$ cat src/rtl/adc_pkg.sv
// Shared types and default constants for the serial ADC reader.
package adc_pkg;

    typedef enum logic [2:0] {
        IDLE,
        SETUP,
        SHIFT,
        DONE,
        QUIET
    } state_t;

    localparam int DEF_CLK_DIV   = 2;
    localparam int DEF_LEAD_BITS = 0;
    localparam int DEF_DATA_BITS = 16;
    localparam int DEF_QUIET_CYC = 4;
    localparam int WORD_W        = 16;

    // Counter width able to hold 0..n-1, never narrower than one bit.
    function automatic int cnt_width(input int n);
        int w;
        w = $clog2(n);
        return (w < 1) ? 1 : w;
    endfunction

endpackage

$ cat src/rtl/adc_sclk_gen.sv
// Serial clock generator: divides clk_in and toggles sclk, flagging each edge it drives.
module adc_sclk_gen
    import adc_pkg::*;
#(
    parameter int CLK_DIV = DEF_CLK_DIV
) (
    input  logic clk_in,
    input  logic rst,
    input  logic en,
    input  logic clr,
    output logic sclk,
    output logic rise,
    output logic fall
);

    localparam int CNT_W = cnt_width(CLK_DIV);

    logic [CNT_W-1:0] cnt;
    logic             tick;

    assign tick = en && (cnt == CNT_W'(CLK_DIV - 1));
    // rise/fall mark the clk_in edge at which sclk is driven to its new level
    assign rise = tick && !sclk;
    assign fall = tick && sclk;

    always_ff @(posedge clk_in or posedge rst) begin
        if (rst) begin
            cnt  <= '0;
            sclk <= 1'b1;
        end else if (clr) begin
            cnt  <= '0;
            sclk <= 1'b1;
        end else if (en) begin
            if (tick) begin
                cnt  <= '0;
                sclk <= ~sclk;
            end else begin
                cnt <= cnt + 1'b1;
            end
        end
    end

endmodule

$ cat src/rtl/adc_reader.sv
// Serial-read controller for the external ADC: frames cs/sclk, shifts in sdo MSB first
// and presents the received word on dato with a one-cycle valid strobe.
module adc_reader
    import adc_pkg::*;
#(
    parameter int CLK_DIV   = DEF_CLK_DIV,
    parameter int LEAD_BITS = DEF_LEAD_BITS,
    parameter int DATA_BITS = DEF_DATA_BITS,
    parameter int QUIET_CYC = DEF_QUIET_CYC
) (
    input  logic        clk_in,
    input  logic        rst,
    input  logic        ctrl,
    input  logic        sdo,
    output logic        cs,
    output logic        sclk,
    output logic [15:0] dato,
    output logic        valid,
    output logic        busy
);

    localparam int FRAME_BITS = LEAD_BITS + DATA_BITS;
    localparam int BIT_W      = $clog2(FRAME_BITS + 1);
    localparam int QCNT_W     = cnt_width(QUIET_CYC);

    state_t                  state;
    state_t                  next_state;
    logic                    start;
    logic                    sclk_en;
    logic                    sclk_clr;
    logic                    rise;
    logic                    fall;
    logic                    last_bit;
    logic                    quiet_last;
    logic [BIT_W-1:0]        bit_cnt;
    logic [QCNT_W-1:0]       quiet_cnt;
    logic [FRAME_BITS-1:0]   shreg;

    assign sclk_en    = (state == SETUP) || (state == SHIFT);
    assign sclk_clr   = (state == IDLE);
    assign start      = (state == IDLE) && !ctrl;
    assign last_bit   = (bit_cnt == BIT_W'(FRAME_BITS - 1));
    assign quiet_last = (quiet_cnt == QCNT_W'(QUIET_CYC - 1));

    adc_sclk_gen #(
        .CLK_DIV(CLK_DIV)
    ) u_sclk_gen (
        .clk_in(clk_in),
        .rst   (rst),
        .en    (sclk_en),
        .clr   (sclk_clr),
        .sclk  (sclk),
        .rise  (rise),
        .fall  (fall)
    );

    always_ff @(posedge clk_in or posedge rst) begin
        if (rst) begin
            state <= IDLE;
        end else begin
            state <= next_state;
        end
    end

    // ctrl is only looked at in IDLE, so requests during a frame are dropped
    always_comb begin
        next_state = state;
        case (state)
            IDLE:    if (!ctrl) next_state = SETUP;
            SETUP:   if (fall) next_state = SHIFT;
            SHIFT:   if (rise && last_bit) next_state = DONE;
            DONE:    next_state = QUIET;
            QUIET:   if (quiet_last) next_state = IDLE;
            default: next_state = IDLE;
        endcase
    end

    always_ff @(posedge clk_in or posedge rst) begin
        if (rst) begin
            cs        <= 1'b1;
            busy      <= 1'b0;
            valid     <= 1'b0;
            dato      <= '0;
            bit_cnt   <= '0;
            quiet_cnt <= '0;
        end else begin
            valid <= (state == DONE);
            if (start) begin
                cs      <= 1'b0;
                busy    <= 1'b1;
                bit_cnt <= '0;
            end else if (state == DONE) begin
                cs        <= 1'b1;
                dato      <= WORD_W'(shreg[DATA_BITS-1:0]);
                quiet_cnt <= '0;
            end else if ((state == QUIET) && quiet_last) begin
                busy <= 1'b0;
            end
            if (rise) begin
                bit_cnt <= bit_cnt + 1'b1;
            end
            if (state == QUIET) begin
                quiet_cnt <= quiet_cnt + 1'b1;
            end
        end
    end

    // Every frame refills all FRAME_BITS, so stale content never reaches dato;
    // lead bits end up above DATA_BITS and are dropped when dato is loaded.
    always_ff @(posedge clk_in) begin
        if (rise) begin
            shreg <= FRAME_BITS'({shreg, sdo});
        end
    end

endmodule

$ cat config.mk
export PLATFORM = sky130hd
export DESIGN_NAME = adc_reader
export DESIGN_NICKNAME = d
export VERILOG_FILES = /design/src/rtl/adc_pkg.sv /design/src/rtl/adc_sclk_gen.sv /design/src/rtl/adc_reader.sv
export SDC_FILE = /design/constraint.sdc
export NUM_CORES = 1
export LEC_CHECK = 0
export ABC_CLOCK_PERIOD_IN_PS = 3300
export BUFFER_PORTS_ARGS = -buffer_cell sky130_fd_sc_hd__buf_2
export CAP_MARGIN = 20
export CORE_MARGIN = 5
export CORE_UTILIZATION = 30
export DETAILED_ROUTE_END_ITERATION = 6
export GPL_TIMING_DRIVEN = 0
export SLEW_MARGIN = 20
export SYNTH_ARGS = -nofsm -noshare
export SYNTH_HDL_FRONTEND = slang
export SYNTH_SLANG_ARGS = --single-unit
$ cat constraint.sdc
create_clock -name clk_in -period 3.3 [get_ports clk_in]
set_input_delay 0.66 -clock clk_in [delete_from_list [all_inputs] [get_ports clk_in]]
set_output_delay 0.66 -clock clk_in [all_outputs]
set_load 0.01 [all_outputs]
Word level (Yosys, flattened, before mapping)
Cells that the tools add are included.
{"block": "classes", "add_sub_neg": 3, "n_mul": 0, "div_mod_pow": 0, "n_lt_le_gt_ge": 0, "n_eq_ne": 12, "n_shift": 0, "n_mux": 21, "bitwise_logic": 2, "reduce_logical": 21}
{"cell": "case mux 3 bit (5 select lines)", "count": 1}
{"cell": "two-way mux 3 bit", "count": 4}
{"cell": "nonzero test 2 bit", "count": 6}
{"cell": "two-way mux 1 bit", "count": 11}
{"cell": "two-way mux 5 bit", "count": 2}
{"cell": "inequality test 2 bit (second input constant)", "count": 4}
{"cell": "AND reduction 2 bit", "count": 4}
{"cell": "== test 3 x 2 -> 1 bit (second input constant)", "count": 2}
{"cell": "logical AND 1 bit", "count": 6}
{"cell": "two-way mux 2 bit", "count": 3}
{"cell": "adder 5 x 1 -> 5 bit (second input constant)", "count": 1}
{"cell": "== test 5 x 4 -> 1 bit (second input constant)", "count": 1}
{"cell": "inequality test 2 x 1 -> 1 bit (second input constant)", "count": 2}
{"cell": "AND reduction 4 bit", "count": 1}
{"cell": "== test 3 x 1 -> 1 bit (second input constant)", "count": 1}
{"cell": "== test 3 bit (second input constant)", "count": 1}
{"cell": "logical NOT 3 bit", "count": 1}
{"cell": "adder 2 x 1 -> 2 bit (second input constant)", "count": 1}
{"cell": "== test 2 bit (second input constant)", "count": 1}
{"cell": "logical NOT 1 bit", "count": 2}
{"cell": "NOT 1 bit", "count": 2}
{"cell": "adder 1 bit (second input constant)", "count": 1}
{"cell": "logical OR 1 bit", "count": 1}
{"block": "totals", "register_bits": 47, "latchBits": 0, "ram_bits": 0, "rom_bits": 0, "n_memories": 0}

Longest topological paths before layout
Gate-level depths: netlist (run 1).
{"block": "depth", "ltp_word": 7, "ltp_mapped": 6, "depth_no_buf": 6}

Modules after synthesis
From an unflattened synthesis (run 1), not the netlist that was laid out.
{"block": "hier_totals", "cells_unflattened": 123, "area_unflattened_um2": 1881.8}
{"mod": "adc_reader", "instances": 1, "cells_per_inst": 113, "area_each_um2": 1779.2, "seq_area_each_um2": 1207.4}
{"mod": "adc_sclk_gen", "instances": 1, "cells_per_inst": 10, "area_each_um2": 102.6, "seq_area_each_um2": 51.3}

Least setup slack after synthesis (run 1)
No wires, ideal clock.
{"block": "synth_timing", "kind": "register -> register", "startpoint": "register u_sclk_gen.sclk", "endpoint": "register bit_cnt[2]", "setup_time_ns": 0.126, "arrival_time_ns": 1.364, "path_slack_ns": 1.810, "path_stages_with_launch": 5, "n_path_buf": 1, "period_less_slack_ns": 1.490, "cell_sequence": "dfstp_2 -> nor3b_1 -> and2_2 -> buf_2 -> a221o_1"}
{"block": "synth_via", "elab_chain_cells": 3, "elab_cells_between_ends": 4, "classes_between": "1 x mux; 3 x reduce/logical"}
{"element": "start: declaration", "line_no": "adc_sclk_gen.sv:11", "source": "output logic sclk,"}
{"element": "start signal: assignment", "line_no": "adc_sclk_gen.sv:36", "source": "sclk <= ~sclk;"}
{"element": "logical NOT 1 bit (*)", "line_no": "adc_sclk_gen.sv:23", "source": "assign rise = tick && !sclk;"}
{"element": "logical AND 1 bit (*)", "line_no": "adc_sclk_gen.sv:23"}
{"element": "named net rise", "line_no": "adc_reader.sv:31", "source": "logic rise;"}
{"element": "two-way mux 5 bit / nonzero test 2 bit (equally long branches)"}
{"element": "end signal: assignment", "line_no": "adc_reader.sv:100", "source": "bit_cnt <= bit_cnt + 1'b1;"}
{"element": "end: declaration", "line_no": "adc_reader.sv:35", "source": "logic [BIT_W-1:0] bit_cnt;"}
Mark *: on every way through the listed nets, which the timed path passes. The rest lies on a longest branch.
A chain may end at the register's enable or synchronous reset.

Worst setup path in the final report (run 1)
{"block": "layout_timing", "startpoint": "register u_sclk_gen.cnt", "endpoint": "register shreg[11] (enable)"}
{"block": "layout_via", "elab_chain_cells": 2}
{"element": "start: declaration", "line_no": "adc_sclk_gen.sv:18", "source": "logic [CNT_W-1:0] cnt;"}
{"element": "start signal: assignment", "line_no": "adc_sclk_gen.sv:38", "source": "cnt <= cnt + 1'b1;"}
{"element": "logical AND 1 bit", "line_no": "adc_sclk_gen.sv:21", "source": "assign tick = en && (cnt == CNT_W'(CLK_DIV - 1));"}
{"element": "logical AND 1 bit", "line_no": "adc_sclk_gen.sv:23"}
{"element": "named net rise", "line_no": "adc_reader.sv:31"}
{"element": "end signal: assignment", "line_no": "adc_reader.sv:112", "source": "shreg <= FRAME_BITS'({shreg, sdo});"}
{"element": "end: declaration", "line_no": "adc_reader.sv:37", "source": "logic [FRAME_BITS-1:0] shreg;"}
The timed path passes the listed nets, and every way through them passes these cells.

==> results.toml, run 1 <==
[outcome]
status = "finished clean"

[clocking]
post_cts_buffers = 0
cts.clk_slew.worst_paths_ns = 0.09
cts_resized = 0
cts.sinks = 47
root_buffer = "clkbuf_8"
cts_tree = "yes"
insertion_delay_ns = 0.29
cts_made_buffers = 5
htreeDepth = 2
cts_buffer_depth = 2
cts_hold_buf = 0

[sta]
slew_headroom_pct = 55.9
setup_slack_ns = 1.57
min_period_ns = 1.73
setup_tns_ns = 0
skew_ns = 0.0105
clock.fmax_mhz = 578
setup_viol = 0
post-route-period-util_pct = 52.4
finalHoldViolCount = 0
final_max_slew_viol_count = 0
rsz0062_at_grt = "false"
tightest_slew_ns = 0.661

[synth]
ys_seq_area_share_pct = 67.8
synth_nets = 133
synthesis.area_sq_um = 1860
async_flop_share_pct = 66.0
syn_avg_cell_area_sq_um = 14.7
ys_dominant_reg_cell = "dfrtp_1"
synth_seq_cells = 47
ys_warn_count = 0
syn_inst = 126
synth-edff-count = 16
synth_cell_types = 37

[floorplanning]
io_pins = 24
die_h_um = 88.6
core_area_sq_um = 5960
die_w_um = 88.6
initial_core_util_pct = 31.2
die_area_sq_um = 7860
rows = 28

[placement]
hpwl_um = 2080
placed_area_sq_um = 2060
numPortBuffers = 23
gp_congestion = 0.707
dp_worst_setup_slack_ns = 1.57

[global_routing]
grt_pass1_wl_um = 5260
grt_max_degree = 32
grt_pass1_vias = 1065
grt_usage_pct = 8.73
use_met1_pct = 10.6
overflow = 0
use_met3_pct = 2.89
busiest_layer = "met2"
grt_util_met2_pct = 14.2
antenna_found_initial = 0

[layout]
layout.cells.most_common = "dfrtp_1"
syn2layout_area_growth_pct = 18.4
nets = 163
layout_common_cells = "29 x dfrtp_1, 25 x buf_2, 17 x mux2_2"
postLayoutCellArea_sq_um = 2200
n_fill_cell = 586
num_antenna_cells = 0
drive_gt1_share_pct = 38.9

[critical_path]
startpoint_type = "register"
reg2regPathDepth = 3
cp-end-kind = "register"
r2r-end = "shreg[11]$_DFFE_PP_"
startpoint = "u_sclk_gen.cnt$_DFFE_PP0P_"
critPathRequiredTime_ns = 3.24
setup.worst_path.class = "reg2reg"
cp.arrival_ns = 1.67
endpoint = "shreg[11]$_DFFE_PP_"
r2r-start = "u_sclk_gen.cnt$_DFFE_PP0P_"
r2r_setup_slack_ns = 1.57
path_max_fanout = 21

[pwr]
fin_total_pwr_mw = 1.10
peakVddDrop_mv = 0.207
power_leakage_nw = 1.06
pwr-share-clk_pct = 44.3
power.share.sequential_pct = 54.6
p_sw_mw = 0.195
power_density_nw_per_um2 = 501
share_comb_of_total_power_pct = 1.1
p_int_mw = 0.906
swShare_pct = 17.7

[drt]
vias = 1042
drtAntennaViolNets = 0
initialDrtViolationCount = 23
wl_um = 3080
drt_first_pass_iters = 4
via_per_inst = 4.49
drc_errors = 0
routedWlPerCell_um = 13.3

[run]
cap_violations = 0

[min_path]
hold_class = "in2async"
critical path, stage by stage (launching register included):
cell	delay, ns
dfrtp_1	0.48
nor3b_1	0.32
and2_2	0.19
buf_2	0.39
kinds of logic after synthesis:
family                   after synthesis  synth area share, %
AND/OR/NAND/NOR                       23                 7.28
AO/OA/AOI/OAI                         22                 8.50
XOR/XNOR                               2                0.944
adder cells (fa/ha/maj)                3                 2.02
flip-flops                            47                 67.8
buffers and inverters                 11                 2.56
multiplexers                          18                 10.9
sequential cells by signal, indices dropped and copies added (netlist names):
name / cells
bit_cnt: 5
busy: 1
cs: 1
dato: 16
quiet_cnt: 2
shreg: 16
state: 3
u_sclk_gen.cnt: 1
u_sclk_gen.sclk: 1
valid: 1
area by class of cell:
| type | count | area, sq um | share of cell area [%] |
|---|---|---|---|
| Sequential cell | 47 | 1260 | 57.3 |
| Inverter | 6 | 22.5 | 1.03 |
| Tap cell | 75 | 93.8 | 4.27 |
| Clock inverter | 2 | 60.1 | 2.73 |
| Buffer | 5 | 25.0 | 1.14 |
| Timing Repair Buffer | 23 | 115 | 5.24 |
| Clock buffer | 6 | 72.6 | 3.30 |
| Multi-Input combinational cell | 68 | 549 | 25.0 |
how the worst min path moves through the flow:
stage | start | endpoint | slack, ns | depth (start not counted)
4_1_cts | shreg[7]$_DFFE_PP_ | shreg[8]$_DFFE_PP_ | 0.46 | 0
3_5_place_dp | shreg[0]$_DFFE_PP_ | shreg[1]$_DFFE_PP_ | 0.44 | 0
5_1_grt | shreg[7]$_DFFE_PP_ | shreg[8]$_DFFE_PP_ | 0.47 | 0
6_report | rst | dato[12]$_DFFE_PP0N_ | 0.45 | 2
3_3_place_gp | shreg[7]$_DFFE_PP_ | shreg[8]$_DFFE_PP_ | 0.43 | 0
2_1_floorplan | shreg[9]$_DFFE_PP_ | shreg[10]$_DFFE_PP_ | 0.42 | 0
routing by layer:
layer / wire (um) / up-vias
li1: - / 514
met1: 1480 / 507
met2: 1440 / 21
met3: 159 / 0
met4: 0 / 0
met5: 0 / -
power groups by stage:
stage                     clock network (mW)  registers (mW)  logic, mW
after CTS                              0.503           0.601     0.0138
after detailed placement                   0           0.613     0.0137
final                                  0.487           0.601     0.0126
after floorplan                            0           0.613    0.00733
after global routing                   0.523           0.601     0.0152
after global placement                     0           0.613     0.0134
stage by stage:
step	util (%)	hold WS, ns	instances
after floorplan	-	0.422	126
after global placement	34.7	0.430	224
after detailed placement	34.7	0.435	224
after CTS	36.9	0.456	232
after global routing	36.9	0.470	232
final	36.9	0.450	232
cells in the mapped netlist (2+ instances only):
library cell / n / share of area, %
edfxtp_1: 16 / 26
a31oi_1: 2 / 0.67
clkbuf_1: 2 / 0.40
and4b_1: 2 / 1.1
nand2_1: 2 / 0.40
inv_1: 6 / 1.2
buf_2: 2 / 0.54
dfstp_2: 2 / 2.8
a21oi_1: 5 / 1.3
dfrtp_1: 29 / 39
ha_1: 3 / 2.0
nor2b_1: 4 / 1.3
o21ai_0: 4 / 1.1
a22o_2: 3 / 1.6
nor2_1: 6 / 1.2
mux2_2: 17 / 10
Power figures use the tool's default switching activity.
==> inputs of run 2 (changes only) <==
- ABC_CLOCK_PERIOD_IN_PS: 3300 -> 1750
- clock period: 3.3 -> 1.75 ns (I/O delays scaled with it)
==> run 2 against run 1 <==
  * Count of clock-buffer cells in the layout stayed put
  * Sequential share of layout area down 0.19 points
  * Worst hold slack worse by 0.30 ns
  * Largest power group unchanged
  * Critical endpoint is now bit_cnt[2]$_DFFE_PP0P_
  * Die area did not move
  * Fmax grew 8.5%
==> results.toml, run 2 (synthesis gave the netlist of run 1 again) <==
[floorplanning]
rows = 28
core_area_sq_um = 5960
die_area_sq_um = 7860
die_w_um = 88.6
initial_core_util_pct = 31.2
io_pins = 24
die_h_um = 88.6

[pwr]
swShare_pct = 17.6
p_int_mw = 1.71
power.share.sequential_pct = 54.6
power_density_nw_per_um2 = 941
share_comb_of_total_power_pct = 1.1
power_leakage_nw = 1.06
p_sw_mw = 0.365
pwr-share-clk_pct = 44.2
peakVddDrop_mv = 0.390

[critical_path]
r2r_setup_slack_ns = 0.16
crit_buf_inv = 1
startpoint_type = "register"
reg2regPathDepth = 4
r2r-start = "state[0]$_DFFE_PP0P_"
r2r-end = "bit_cnt[2]$_DFFE_PP0P_"
slowest_stage = "dfrtp_1"
worst_path_largest_cell_delay_ns = 0.45
cp_cell_sequence = "xor2_1 > and2_2 > clkbuf_4 > a221o_1"
path_max_fanout = 21
cp.arrival_ns = 1.77
setup.worst_path.class = "reg2reg"
critPathRequiredTime_ns = 1.93
worst_path_dominant_cell_family = "flip-flops"
cp-end-kind = "register"

[drt]
met2_length_um = 1450
drtAntennaViolNets = 0
wl_met3_um = 159
via_per_inst = 4.47
met1_length_um = 1460
initialDrtViolationCount = 29
wl_um = 3070
drt_first_pass_iters = 2
drc_errors = 0
highest_layer = "met3"
vias = 1038
routedWlPerCell_um = 13.3

[layout]
num_antenna_cells = 0
nets = 163
postLayoutCellArea_sq_um = 2200
layout.cells.most_common = "dfrtp_1"
layout_common_cells = "29 x dfrtp_1, 24 x buf_2, 17 x mux2_2"
drive_gt1_share_pct = 39.5
largestRegisters = "dato x16, shreg x16, bit_cnt x5"
final_cells = 232
syn2layout_area_growth_pct = 18.8

[sta]
final_max_slew_viol_count = 0
rsz0062_at_grt = "false"
slew_headroom_pct = 55.7
setup_viol = 0
min_period_ns = 1.59
finalHoldViolCount = 0
clock.fmax_mhz = 627
setup_tns_ns = 0
skew_ns = 0.00922
post-route-period-util_pct = 91.1
tightest_slew_ns = 0.663

[global_routing]
antenna_found_initial = 0
overflow = 0
grt_max_degree = 32
grt_usage_pct = 8.73
grt_pass1_wl_um = 5260
grt_pass1_vias = 1065

[clocking]
insertion_delay_ns = 0.29
cts_resized = 0
root_buffer = "clkbuf_8"
cts.clk_slew.worst_paths_ns = 0.09
cts_hold_buf = 0
cts_tree = "yes"
htreeDepth = 2
cts_buffer_depth = 2
cts_made_buffers = 5
post_cts_buffers = 0
cts.sinks = 47

[placement]
hpwl_um = 2080
numPortBuffers = 23
gp_congestion = 0.707
dp.cells = 224
placed_area_sq_um = 2060

[min_path]
hold_class = "in2async"

[run]
cap_violations = 0

[outcome]
status = "finished clean"
[run 2: cell types whose count changed in the layout (fill, tap and decap cells not counted)]
cell	before	now
buf_2	25	24
clkbuf_4	0	1
nor3b_1	1	0
nor3b_2	0	1
[run 2: layout make-up]
| cell class | instances | area, sq um |
|---|---|---|
| Clock buffer | 6 | 72.6 |
| Inverter | 6 | 22.5 |
| Multi-Input combinational cell | 68 | 554 |
| Sequential cell | 47 | 1260 |
| Buffer | 5 | 27.5 |
| Timing Repair Buffer | 23 | 115 |
| Clock inverter | 2 | 60.1 |
| Fill cell | 585 | 3750 |
| Tap cell | 75 | 93.8 |
[run 2: through the flow]
step           power (mW)  setup WS (ns)  util (%)  hold WS, ns
3_3_place_gp         1.18         0.0235      34.7        0.430
4_1_cts              2.11        0.00191      36.9        0.178
6_report             2.07          0.155      37.0        0.145
2_1_floorplan        1.17          0.260         -        0.422
5_1_grt              2.15         0.0887      37.0        0.202
3_5_place_dp         1.18         0.0193      34.7        0.435
[run 2: worst max path at each step]
stage,startpoint,to,slack [ns],depth (start not counted)
floorplan,u_sclk_gen.sclk$_DFFE_PP1P_,bit_cnt[2]$_DFFE_PP0P_,0.26,4
finish,state[0]$_DFFE_PP0P_,bit_cnt[2]$_DFFE_PP0P_,0.16,4
CTS,u_sclk_gen.cnt$_DFFE_PP0P_,shreg[3]$_DFFE_PP_,0.002,3
global route,state[0]$_DFFE_PP0P_,shreg[11]$_DFFE_PP_,0.09,3
detailed placement,u_sclk_gen.cnt$_DFFE_PP0P_,shreg[2]$_DFFE_PP_,0.02,3
global placement,u_sclk_gen.cnt$_DFFE_PP0P_,shreg[9]$_DFFE_PP_,0.02,3
[run 2: power groups by stage]
stage / combinational, mW / clock (mW) / sequential [mW]
global route: 0.0287 / 0.986 / 1.13
floorplan: 0.0138 / 0 / 1.16
finish: 0.0236 / 0.917 / 1.13
CTS: 0.0259 / 0.949 / 1.13
global placement: 0.0253 / 0 / 1.16
detailed placement: 0.0259 / 0 / 1.16
[run 2: worst register-to-register path, stage by stage, from the launching register on]
cell and delay [ns]:
dfrtp_1 0.45, xor2_1 0.22, and2_2 0.19, clkbuf_4 0.25, a221o_1 0.36
[run 2: layer usage]
metal	global-route usage, %	vias to the layer above
li1	-	511
met1	10.6	508
met2	14.2	19
met3	2.89	0
met4	3.71	0
met5	0	-
